`config.mk`:
```
export PLATFORM = sky130hd
export DESIGN_NAME = trigger_ctrl
export DESIGN_NICKNAME = d
export VERILOG_FILES = /design/src/rtl/trigger_ctrl_pkg.sv /design/src/rtl/trigger_ctrl.sv
export SDC_FILE = /design/constraint.sdc
export NUM_CORES = 1
export LEC_CHECK = 0
export BUFFER_PORTS_ARGS = -buffer_cell sky130_fd_sc_hd__buf_4
export CAP_MARGIN = 10
export CORE_MARGIN = 2
export CORE_UTILIZATION = 30
export CTS_CLUSTER_DIAMETER = 40
export DETAILED_ROUTE_END_ITERATION = 10
export PLACE_DENSITY_LB_ADDON = 0.12
export REMOVE_ABC_BUFFERS = 1
export SLEW_MARGIN = 20
export SYNTH_ARGS = -nofsm -noshare
export SYNTH_HDL_FRONTEND = slang
export SYNTH_SLANG_ARGS = --single-unit
export TNS_END_PERCENT = 100
```
`constraint.sdc`:
```
create_clock -name clk -period 2.51 [get_ports clk]
set_input_delay 0.6275 -clock clk [delete_from_list [all_inputs] [get_ports clk]]
set_output_delay 0.6275 -clock clk [all_outputs]
set_load 0.01 [all_outputs]
```
`src/rtl/trigger_ctrl_pkg.sv`:
```
`default_nettype none
// ============================================================================
//  Module   : trigger_ctrl_pkg
//  Purpose  : Shared definitions for the capture trigger controller. The
//             capture-memory geometry and the state codes live here so
//             host-side readback decodes the same values the RTL produces.
//  Revision : 1.0 - initial release
// ============================================================================
package trigger_ctrl_pkg;

  // Default capture-memory address width; memory depth is 2**width.
  localparam int DEFAULT_ADDR_WIDTH  = 4;
  localparam int DEFAULT_MEMORY_SIZE = 2 ** DEFAULT_ADDR_WIDTH;

  // Width of the debug state code.
  localparam int STATE_W = 3;

  // State codes, also reported on the debug 'state' port.
  typedef enum logic [STATE_W-1:0] {
    ST_IDLE  = 3'd0,
    ST_CLEAR = 3'd1,
    ST_ARMED = 3'd2,
    ST_POST  = 3'd3,
    ST_READ  = 3'd4
  } state_t;

  // Memory depth for a given address width.
  function automatic int mem_size(input int addr_width);
    return 2 ** addr_width;
  endfunction

endpackage : trigger_ctrl_pkg
`default_nettype wire

```
`src/rtl/trigger_ctrl.sv`:
```
`default_nettype none
// ============================================================================
//  Module   : trigger_ctrl
//  Purpose  : Capture trigger controller. Clears the capture memory, lets the
//             writer fill the full pre-trigger history, accepts a trigger,
//             stores post_len further samples and then streams the whole
//             memory out oldest-first with a valid/ready handshake.
//  Revision : 1.0 - initial release
// ============================================================================
module trigger_ctrl
  import trigger_ctrl_pkg::*;
#(
  parameter int ADDR_WIDTH = DEFAULT_ADDR_WIDTH
) (
  input  logic                  clk,
  input  logic                  reset,
  input  logic                  arm,
  input  logic                  abort,
  input  logic                  trig,
  input  logic [ADDR_WIDTH-1:0] post_len,
  input  logic                  primed,
  input  logic [ADDR_WIDTH-1:0] waddr,
  output logic                  write_enable,
  output logic                  mem_reset,
  output logic [ADDR_WIDTH-1:0] trig_addr,
  output logic [ADDR_WIDTH-1:0] raddr,
  output logic                  rd_valid,
  input  logic                  rd_ready,
  output logic                  rd_last,
  output logic                  busy,
  output logic [STATE_W-1:0]    state
);

  localparam int MEMORY_SIZE = mem_size(ADDR_WIDTH);

  localparam logic [ADDR_WIDTH-1:0] c_addr_one  = {{(ADDR_WIDTH-1){1'b0}}, 1'b1};
  localparam logic [ADDR_WIDTH-1:0] c_last_beat = ADDR_WIDTH'(MEMORY_SIZE - 1);

  state_t                r_state;
  logic [ADDR_WIDTH-1:0] r_trig_addr;
  logic [ADDR_WIDTH-1:0] r_raddr;
  logic [ADDR_WIDTH-1:0] r_cnt;
  logic [ADDR_WIDTH-1:0] r_beat;

  // Address of the oldest sample once the current write has landed: the
  // writer advances waddr after every strobe, so this is waddr + 1.
  logic [ADDR_WIDTH-1:0] w_oldest;
  assign w_oldest = waddr + c_addr_one;

  // Controller state machine; abort wins over every other request.
  always_ff @(posedge clk) begin
    if (reset) begin
      r_state     <= ST_IDLE;
      r_trig_addr <= '0;
      r_raddr     <= '0;
      r_cnt       <= '0;
      r_beat      <= '0;
    end else if (abort && (r_state != ST_IDLE)) begin
      r_state <= ST_IDLE;
    end else begin
      case (r_state)
        ST_IDLE: begin
          if (arm && !abort) begin
            r_state <= ST_CLEAR;
          end
        end

        ST_CLEAR: begin
          r_state <= ST_ARMED;
        end

        // Trigger is only honoured once the whole memory holds history.
        ST_ARMED: begin
          if (trig && primed) begin
            r_trig_addr <= waddr;
            r_cnt       <= post_len;
            if (post_len != '0) begin
              r_state <= ST_POST;
            end else begin
              r_state <= ST_READ;
              r_raddr <= w_oldest;
              r_beat  <= '0;
            end
          end
        end

        // The cycle with r_cnt == 1 carries the final post-trigger write.
        ST_POST: begin
          r_cnt <= r_cnt - c_addr_one;
          if (r_cnt == c_addr_one) begin
            r_state <= ST_READ;
            r_raddr <= w_oldest;
            r_beat  <= '0;
          end
        end

        // One address per accepted beat, wrapping through the whole memory.
        ST_READ: begin
          if (rd_ready) begin
            r_raddr <= r_raddr + c_addr_one;
            r_beat  <= r_beat + c_addr_one;
            if (r_beat == c_last_beat) begin
              r_state <= ST_IDLE;
            end
          end
        end

        default: begin
          r_state <= ST_IDLE;
        end
      endcase
    end
  end

  // Outputs decoded straight from the state register.
  assign write_enable = (r_state == ST_ARMED) || (r_state == ST_POST);
  assign mem_reset    = reset || (r_state == ST_CLEAR);
  assign rd_valid     = (r_state == ST_READ);
  assign rd_last      = (r_state == ST_READ) && (r_beat == c_last_beat);
  assign busy         = (r_state != ST_IDLE);
  assign state        = r_state;
  assign trig_addr    = r_trig_addr;
  assign raddr        = r_raddr;

endmodule : trigger_ctrl
`default_nettype wire

```
==> metrics.csv <==
stage,metric,value,unit
routing,drt drc,0,
routing,DRT antenna net count,0,
sta,fin crit share,0.921,
cts,clk_lat worst skew,0.26,ns
die,die area,0.00462,sq mm
sta,Slew HR,0.536,
routing,1st-iter DRT viols,53,
placement,PortBufs,30,
placement,HPWL Detailed,2320,microns
synthesis,Mean Syn Cell Area,8.71,sq um
sta,Final min period,2.31,ns
global_route,vias in the first global route,1074,
outcome,status,finished clean,
sta,RSZ-0062 raised after global routing,no,
global_route,GRT Residual Overflow,0,
global_route,initial antenna violation count,0,
synthesis,Yosys cell types,49,
critical_path,crit-path leading delay family,multiplexers,
critical_path,cells along the critical path,or3b_4 -> inv_2 -> mux2_2 -> ha_1 -> mux2_2 -> o31a_1 -> o211ai_1,
cts,Hold Buf Count CTS,0,
critical_path,Startpoint Class,register,
critical_path,Worst Path Buf+Inv,1,
routing,Routed Wire Length,3040,microns
cts,Setup Buffers After CTS,0,
pwr,Power Density,558,mW/mm^2
synthesis,cell area after synthesis,0.00123,sq mm
cells_and_area,Antenna Cells,0,
critical_path,crit-path max cell delay,0.44,ns
die,Initial Util,0.309,
critical_path,Crit. End Element,register,
synthesis,synthesized instance count,141,
cts,root buf cell,clkbuf_8,
cells_and_area,Area Growth Syn to Fin,27.1,%
critical_path,Reg2Reg Launch Point,state[2],
synthesis,Area contributors post-synth,"dfxtp_1 (31%), mux2i_1 (5.7%), nand2b_1 (4.6%)",
placement,pre-CTS setup slack,0.221,ns
cts,TritonCTS buffer count,3,
critical_path,Most common cell on crit path,mux2_2,
sta,FMAX,432,MHz
routing,Routed wire per std cell,13.6,microns
synthesis,Synth top area share,0.310,
sta,Fin. Hold Viols,0,
synthesis,ys async rst share,0,
cts,clock sinks,19,
critical_path,WS Path Type,reg2reg,
synthesis,"area leader, netlist",dfxtp_1,
cells_and_area,Nets,193,
global_route,largest net degree at the start of global routing,29,
die,IO Pins,31,
cts,clk buf depth,2,
synthesis,ys flop type,dfxtp_1,
synthesis,"EDFF count, synth",0,
sta,Worst Skew,0.00527,ns
job,max_cap viols,0,
cells_and_area,multi-input logic area,781,sq um
critical_path,"Req. time, crit path",2.70,ns
pwr,Leakage,0.581,nW
critical_path,Critical Path AT,2.50,ns
pwr,Max VDD drop,321,uV
cts,Post-CTS Resized,0,
pwr,Overall Power,0.872,mW
sta,endpoints failing setup,0,
sta,Post-Route Setup TNS,0,ns
cts,# H-tree levels,1,
critical_path,crit-path max FO,9,
cts,CTS tree,yes,
global_route,first-pass GRT wire length,5090,microns
synthesis,Synth Warn #,0,
critical_path,"Max stage delay cell, worst path",dfxtp_1,
cells_and_area,fillers,419,
placement,GPL Wtd Cong,0.836,
synthesis,register bit count reported by yosys,19,
routing,via/cell ratio,5.22,
sta,final worst-path setup slack,0.198,ns
die,Core Region,0.00397,sq mm
critical_path,r2r setup slk,0.20,ns
die,Die X,68.0,microns
hold_path,min-delay src,r_cnt[1],
cts,clock-pin slew on the worst setup and hold paths,0.08,ns
cells_and_area,layout cells sized above 1,0.301,
critical_path,CP startpoint,state[2],
cells_and_area,Storage cell area,380,sq um
synthesis,sequential cell area fraction in the yosys report,0.310,
die,die height,68.0,microns
sta,max-slew violations,0,
global_route,Global Route Usage Sum,0.144,
routing,Vias,1165,
sta,Worst-Margin Slew,0.690,ns
hold_path,worst hold path type,reg2reg,
die,# rows,23,
routing,TritonRoute pass-1 iters,4,
-- layout make-up --
| type | count | area share |
|---|---|---|
| Inverter | 7 | 0.0168 |
| Timing Repair Buffer | 35 | 0.168 |
| Sequential cell | 19 | 0.244 |
| Clock buffer | 3 | 0.0264 |
| Multi-Input combinational cell | 108 | 0.500 |
| Tap cell | 50 | 0.0401 |
| Clock inverter | 1 | 0.00481 |
-- synth_stat cells, types with 3 or more instances --
master	n
clkbuf_1	5
nand2b_1	9
nand2_1	9
or3_1	3
dfxtp_1	19
o21ai_0	8
nor3b_1	3
or2_2	3
inv_1	6
a21oi_1	5
mux2i_1	7
nor2_1	8
nand3_1	3
nor2b_1	3
a211oi_1	4
ha_1	4
mux2_2	3
-- cell families after synthesis --
family / share of synthesized area
fa+ha+maj: 0.0407
buf+inv: 0.0550
flops: 0.310
compound gates: 0.226
xor+xnor: 0.00713
simple gates: 0.277
mux: 0.0845
-- stage by stage --
step | cell area [sq um] | hold slack [ns] | cells | util
final | 1560 | 0.492 | 223 | 0.393
after global routing | 1560 | 0.532 | 223 | 0.393
after CTS | 1560 | 0.495 | 223 | 0.393
after detailed placement | 1510 | 0.483 | 219 | 0.381
after global placement | 1510 | 0.474 | 219 | 0.381
after floorplan | 1190 | 0.452 | 134 | -
-- power breakdown --
group	leakage, nW	internal (mW)	switching [mW]
clock	0.0217	0.112	0.113
sequential	0.153	0.323	0.0161
combinational	0.406	0.142	0.166
-- placed cells by master, fill, tap and decap left out, drive strengths merged, types with 2 or more instances in the layout --
cell type	Yosys	routed
or3b	3	3
nor3b	3	3
dfxtp	19	19
nor2	8	8
nand3b	2	2
or4b	2	2
nand2	9	9
ha	4	4
a21o	2	2
clkbuf	5	3
nand2b	9	9
nor2b	3	3
o21ai	9	9
a21oi	5	5
mux2i	7	7
nand3	3	3
or3	3	3
o221ai	3	3
o211ai	2	2
mux2	3	3
or2	3	3
a211oi	5	5
buf	2	35
nor4	3	3
inv	7	7
-- routing by layer --
layer  wire length [microns]  GRT usage  vias to the layer above
met1                    1450      0.198                      547
met5                       0          0                        -
met3                     174     0.0313                        2
met4                      17     0.0375                        0
li1                        -          -                      587
met2                    1400      0.228                       29
-- path summary, 6_finish.rpt --
check,to,cells past startpoint
max,raddr[2],7
min,r_cnt[1],2
max reg2reg,raddr[2],7
min reg2reg,r_cnt[1],2
-- worst reg2reg max path: cells and delay by family, from the launching register on --
kind	cells	cell delay [ns]
multiplexers	2	0.63
flip-flops	1	0.44
AND/OR/NAND/NOR	1	0.42
AO/OA/AOI/OAI	2	0.39
adder cells (fa/ha/maj)	1	0.23
buffers and inverters	1	0.14
-- sequential cells by signal (all words and copies together) (netlist names) --
| name | flops |
|---|---|
| r_cnt | 4 |
| raddr | 4 |
| r_beat | 4 |
| trig_addr | 4 |
| state | 3 |
Power figures use the tool's default switching activity.
